<file path="config.mk">
export PLATFORM = sky130hd
export DESIGN_NAME = serial_addsub_flat
export DESIGN_NICKNAME = d
export VERILOG_FILES = /design/src/rtl/serial_addsub_if.sv /design/src/rtl/serial_addsub.sv /design/src/flat_wrapper.sv
export SDC_FILE = /design/constraint.sdc
export NUM_CORES = 1
export LEC_CHECK = 0
export CORE_ASPECT_RATIO = 0.5
export CORE_MARGIN = 2
export CORE_UTILIZATION = 40
export DETAILED_ROUTE_END_ITERATION = 16
export GPL_TIMING_DRIVEN = 0
export PLACE_DENSITY = 0.64
export SYNTH_ARGS = -nofsm -noshare
export SYNTH_HDL_FRONTEND = slang
export SYNTH_SLANG_ARGS = --single-unit
</file>
<file path="constraint.sdc">
create_clock -name clk -period 2.13 [get_ports clk]
set_input_delay 0.639 -clock clk [delete_from_list [all_inputs] [get_ports clk]]
set_output_delay 0.639 -clock clk [all_outputs]
set_load 0.03 [all_outputs]
</file>
<file path="src/rtl/serial_addsub_if.sv">
// Handshake and result bundle for the digit-serial adder/subtractor.
// The controller drives the master side; the arithmetic unit uses the slave side.
interface serial_addsub_if #(
    parameter int N = 8
);
    logic         start;
    logic         sub;
    logic [N-1:0] a;
    logic [N-1:0] b;
    logic         busy;
    logic         done;
    logic [N-1:0] result;
    logic         carry;
    logic         overflow;
    logic         zero;
    logic         negative;

    modport master (
        output start, sub, a, b,
        input  busy, done, result, carry, overflow, zero, negative
    );

    modport slave (
        input  start, sub, a, b,
        output busy, done, result, carry, overflow, zero, negative
    );
endinterface

</file>
<file path="src/rtl/serial_addsub.sv">
// Digit-serial two's-complement adder/subtractor: DIGIT bits per clock, N/DIGIT steps,
// start/done handshake with optional signed saturation and registered status flags.
module serial_addsub #(
    parameter int N        = 8,
    parameter int DIGIT    = 1,
    parameter int SATURATE = 0
) (
    input  logic          clk,
    input  logic          rst_n,
    serial_addsub_if.slave bus
);
    localparam int STEPS = N / DIGIT;
    localparam int CW    = (STEPS > 1) ? $clog2(STEPS) : 1;

    typedef enum logic [1:0] {IDLE, RUN, DONE} state_t;

    state_t         state_reg;
    logic [N-1:0]   opa_reg;
    logic [N-1:0]   opb_reg;
    logic           carry_reg;
    logic [CW-1:0]  cnt_reg;
    logic           a_sign_reg;
    logic           busy_reg;
    logic           done_reg;
    logic [N-1:0]   result_reg;
    logic           carry_out_reg;
    logic           overflow_reg;
    logic           zero_reg;
    logic           negative_reg;

    logic [DIGIT:0] digit_sum;
    logic           msb_cin;
    logic           ovf_next;
    logic [N-1:0]   sum_next;
    logic [N-1:0]   sat_value;
    logic [N-1:0]   result_next;
    logic           last_step;
    logic           accept;

    assign digit_sum = {1'b0, opa_reg[DIGIT-1:0]} + {1'b0, opb_reg[DIGIT-1:0]}
                     + {{DIGIT{1'b0}}, carry_reg};

    // Carry into the digit MSB is recovered from its sum bit: s = a ^ b ^ cin.
    assign msb_cin  = digit_sum[DIGIT-1] ^ opa_reg[DIGIT-1] ^ opb_reg[DIGIT-1];
    assign ovf_next = digit_sum[DIGIT] ^ msb_cin;

    // Accumulator only needs the STEPS-1 earlier digits; the current digit lands on top.
    generate
        if (DIGIT == N) begin : g_single
            assign sum_next = digit_sum[DIGIT-1:0];
        end else begin : g_acc
            logic [N-DIGIT-1:0] acc_reg;
            logic [N-1:0]       acc_full;

            assign acc_full = {digit_sum[DIGIT-1:0], acc_reg};
            assign sum_next = acc_full;

            always_ff @(posedge clk or negedge rst_n) begin
                if (!rst_n) begin
                    acc_reg <= '0;
                end else if (state_reg == RUN) begin
                    acc_reg <= acc_full[N-1:DIGIT];
                end
            end
        end
    endgenerate

    assign sat_value   = {a_sign_reg, {(N-1){~a_sign_reg}}};
    assign result_next = (SATURATE != 0 && ovf_next) ? sat_value : sum_next;
    assign last_step   = (cnt_reg == CW'(STEPS - 1));
    assign accept      = bus.start && (state_reg == IDLE || state_reg == DONE);

    always_ff @(posedge clk or negedge rst_n) begin
        if (!rst_n) begin
            state_reg     <= IDLE;
            opa_reg       <= '0;
            opb_reg       <= '0;
            carry_reg     <= 1'b0;
            cnt_reg       <= '0;
            a_sign_reg    <= 1'b0;
            busy_reg      <= 1'b0;
            done_reg      <= 1'b0;
            result_reg    <= '0;
            carry_out_reg <= 1'b0;
            overflow_reg  <= 1'b0;
            zero_reg      <= 1'b0;
            negative_reg  <= 1'b0;
        end else begin
            done_reg <= 1'b0;
            case (state_reg)
                IDLE, DONE: begin
                    if (accept) begin
                        opa_reg    <= bus.a;
                        opb_reg    <= bus.sub ? ~bus.b : bus.b;
                        carry_reg  <= bus.sub;
                        cnt_reg    <= '0;
                        a_sign_reg <= bus.a[N-1];
                        busy_reg   <= 1'b1;
                        state_reg  <= RUN;
                    end else begin
                        state_reg  <= IDLE;
                    end
                end
                RUN: begin
                    opa_reg   <= opa_reg >> DIGIT;
                    opb_reg   <= opb_reg >> DIGIT;
                    carry_reg <= digit_sum[DIGIT];
                    cnt_reg   <= cnt_reg + CW'(1);
                    if (last_step) begin
                        result_reg    <= result_next;
                        carry_out_reg <= digit_sum[DIGIT];
                        overflow_reg  <= ovf_next;
                        zero_reg      <= (result_next == '0);
                        negative_reg  <= result_next[N-1];
                        busy_reg      <= 1'b0;
                        done_reg      <= 1'b1;
                        state_reg     <= DONE;
                    end
                end
                default: state_reg <= IDLE;
            endcase
        end
    end

    assign bus.busy     = busy_reg;
    assign bus.done     = done_reg;
    assign bus.result   = result_reg;
    assign bus.carry    = carry_out_reg;
    assign bus.overflow = overflow_reg;
    assign bus.zero     = zero_reg;
    assign bus.negative = negative_reg;
endmodule

</file>
<file path="src/flat_wrapper.sv">
// flat-port wrapper written by rule: the top's interface ports become plain ports
module serial_addsub_flat 
#(
    parameter int N        = 8,
    parameter int DIGIT    = 1,
    parameter int SATURATE = 0
)
  (clk, rst_n, bus_start, bus_sub, bus_a, bus_b, bus_busy, bus_done, bus_result, bus_carry, bus_overflow, bus_zero, bus_negative);
  serial_addsub_if #(.N(N)) bus_i ();
  input  logic clk;
  input  logic rst_n;
  input wire logic [$bits(bus_i.start)-1:0] bus_start;
  input wire logic [$bits(bus_i.sub)-1:0] bus_sub;
  input wire logic [$bits(bus_i.a)-1:0] bus_a;
  input wire logic [$bits(bus_i.b)-1:0] bus_b;
  output wire logic [$bits(bus_i.busy)-1:0] bus_busy;
  output wire logic [$bits(bus_i.done)-1:0] bus_done;
  output wire logic [$bits(bus_i.result)-1:0] bus_result;
  output wire logic [$bits(bus_i.carry)-1:0] bus_carry;
  output wire logic [$bits(bus_i.overflow)-1:0] bus_overflow;
  output wire logic [$bits(bus_i.zero)-1:0] bus_zero;
  output wire logic [$bits(bus_i.negative)-1:0] bus_negative;
  assign bus_i.start = bus_start;
  assign bus_i.sub = bus_sub;
  assign bus_i.a = bus_a;
  assign bus_i.b = bus_b;
  assign bus_busy = bus_i.busy;
  assign bus_done = bus_i.done;
  assign bus_result = bus_i.result;
  assign bus_carry = bus_i.carry;
  assign bus_overflow = bus_i.overflow;
  assign bus_zero = bus_i.zero;
  assign bus_negative = bus_i.negative;
  serial_addsub #(.N(N), .DIGIT(DIGIT), .SATURATE(SATURATE)) u_core (.clk(clk), .rst_n(rst_n), .bus(bus_i));
endmodule
</file>
==> metrics.md <==
| Metric | Value |
|---|---|
| Status | complete, no violations |
| Top routing layer in use | met4 |
| Synthesized cell area | 0.00181 mm^2 |
| Die X-Extent | 99.0 um |
| Worst Hold Class | primary input to asynchronous set/reset pin |
| Initial antenna violation count | 0 |
| Fmax | 489 MHz |
| Final non-filler cell area | 0.00229 mm^2 |
| Slack of the worst reg-to-reg path | 360 ps |
| Max clock buf depth | 2 |
| Clock power share | 0.135 |
| Net Sw Frac | 0.357 |
| WL met2 | 1450 um |
| Sequential element share of the synthesized area | 0.582 |
| Post-CTS Setup Bufs | 0 |
| CTS tree | built |
| Routed wire per std cell | 13.8 um |
| Net Count, Synth | 158 |
| Die Ht | 51.5 um |
| Final Power | 3570 uW |
| CTS sink cnt | 42 |
| CP Capture Type | output pin |
| Worst-path clk slew | 80 ps |
| Final wirelength | 3190 um |
| Metal3 WL | 143 um |
| Setup CP Type | register to output pin |
| Final std cells w/o fill | 232 |
| Antenna diode count | 0 |
| R2r endpoint | u_core.bus.result[0] |
| Placement Cell Area | 0.00221 mm^2 |
| Post-DRT Antenna Nets | 0 |
| Sequential Power Share | 0.391 |
| Pins Over Slew Limit | 0 |
| Total track usage | 0.144 |
| Cells after Synth | 135 |
| H-tree Lvls | 2 |
| Worst R2R Path Depth | 5 |
| Nets | 198 |
| Min Tclk post-route | 2050 ps |
| Leakage power | 0.00105 uW |
| Synth Warn # | 0 |
| First-pass GRT wire length | 5610 um |
| Placer congestion estimate | 0.690 |
| Drt pass-1 iters | 4 |
| Crit Path Max Fanout | 3 |
| CP arrival | 1410 ps |
| Slew of the pin with the lowest slew margin | 484 ps |
| Most common cell after layout, fill and taps aside | dfrtp_1 |
| Number of port buffers | 32 |
| Req. time, crit path | 1490 ps |
| Setup_tns | 0 ps |
| Net Sw Power | 1270 uW |
| FP Rows | 17 |
| Final setup fails | 0 |
| Setup WS post-layout | 84.0 ps |
| Vias in the first global route | 1131 |
| Critical Path End | bus_result[7] |
| Final Hold Fails | 0 |
| Peak VDD IR | 0.432 mV |
| RR Startpoint | u_core.cnt_reg[0] |
| Final Cycle Share | 0.961 |
| Critical Path Source | u_core.bus.negative |
| DRC | 0 |
| Share of layout cells above drive strength 1 | 0.189 |
| Rel. slew slack | 0.677 |
| Placed Instances | 225 |
| Critical Path Start Type | register |
| I/O pin cnt | 34 |
| Seq cells post-synth | 42 |
| CTS Hold Bufs | 0 |
| Skew final | 6.79 ps |
| M1 wire length | 1570 um |
| Initial DRC count | 28 |
| Post-CTS Resized | 0 |
| Initial Util | 0.414 |
| Syn Area/Cell | 13.4 um^2 |
| Comb pwr share | 0.474 |
| Clock latency of the later-clocked register in the worst-skew pair | 290 ps |
| Max-Cap Viols | 0 |
| P_int | 2300 uW |
| Inserted Clock Buffers | 5 |
| Post-synthesis cell type count | 23 |
| Most frequent cells in the layout | dfrtp_1 (42), clkdlybuf4s50_1 (31), mux2_2 (17) |
| Global route total overflow | 0 |
| Vias per Instance | 5.11 |
| Largest net degree at the start of global routing | 42 |
| RSZ-0062 raised after global routing | false |
| Root Driver | clkbuf_8 |
| Power density over the cells | 1560 mW/mm^2 |
| Die area | 0.00510 mm^2 |
| Detail Placement HPWL | 2190 um |
| Area Growth Syn to Fin | 26.7% |
| Core ar. | 0.00436 mm^2 |
| Placement Setup Slack | 35.2 ps |
| Routed vias | 1186 |
## final cells by class
type / instances / area [um^2]
fill: 384 / 2070
sequential: 42 / 1050
multi-input combinational: 80 / 676
timing repair buffer: 33 / 335
clock buffer: 7 / 76.3
tap: 57 / 71.3
buffer: 10 / 67.6
inverter: 3 / 11.3
## power by group through the flow
stage,combinational (uW),clock [uW],sequential (uW)
after floorplan,1030,0,1580
after global placement,1670,0,1400
after detailed placement,1710,0,1410
after CTS,1720,492,1400
after global routing,1840,525,1460
final,1690,482,1400
## cell families (layout without fill, tap and decap cells)
| group | count (synthesis) | count (layout) | synth area share |
|---|---|---|---|
| DFF | 42 | 42 | 0.582 |
| AOI/OAI and AO/OA | 30 | 30 | 0.139 |
| and+or+nand+nor | 19 | 19 | 0.0513 |
| muxes | 17 | 17 | 0.106 |
| buffers and inverters | 13 | 53 | 0.0437 |
| xor gates and xnor gates | 11 | 11 | 0.0534 |
| adders and majority gates | 3 | 3 | 0.0249 |
## through the flow
step | hold WS, ps | util
2_1_floorplan | 343 | -
6_report | 125 | 0.525
3_3_place_gp | 459 | 0.504
5_1_grt | 121 | 0.525
3_5_place_dp | 438 | 0.507
4_1_cts | 121 | 0.525
## critical path, cell delays in order (launching register included)
cell             delay [ps]
dfrtp_1                 360
buf_4                   110
clkdlybuf4s50_1         650
## cell usage after synthesis
master / count / area (um^2)
inv_1: 3 / 11.3
buf_4: 3 / 22.5
xor2_1: 1 / 8.76
nand2_1: 5 / 18.8
ha_1: 2 / 25.0
nand2b_1: 1 / 6.26
a21o_1: 8 / 60.1
buf_1: 1 / 3.75
xnor2_1: 10 / 87.6
fa_1: 1 / 20.0
a22o_1: 12 / 105
nand3b_2: 1 / 11.3
clkbuf_1: 1 / 3.75
mux2_2: 17 / 191
and2b_1: 1 / 7.51
buf_2: 3 / 15.0
o21ai_0: 3 / 15.0
nor4_1: 2 / 12.5
dfrtp_1: 42 / 1050
nor2_1: 8 / 30.0
a221o_1: 7 / 70.1
buf_6: 2 / 22.5
nor2b_1: 1 / 6.26
## how the worst min path moves through the flow
stage / endpoint / slack (ps)
6_report: u_core.opb_reg[3] / 130
5_1_grt: u_core.opb_reg[3] / 120
2_1_floorplan: u_core.bus.busy / 340
4_1_cts: u_core.opb_reg[3] / 120
3_5_place_dp: u_core.opb_reg[3] / 440
3_3_place_gp: u_core.opa_reg[2] / 460
## metal layers
metal / track usage / vias up
li1: - / 557
met1: 0.202 / 601
met2: 0.211 / 23
met3: 0.0430 / 5
met4: 0.0548 / 0
met5: 0 / -
(Power assumes the default switching activity.)
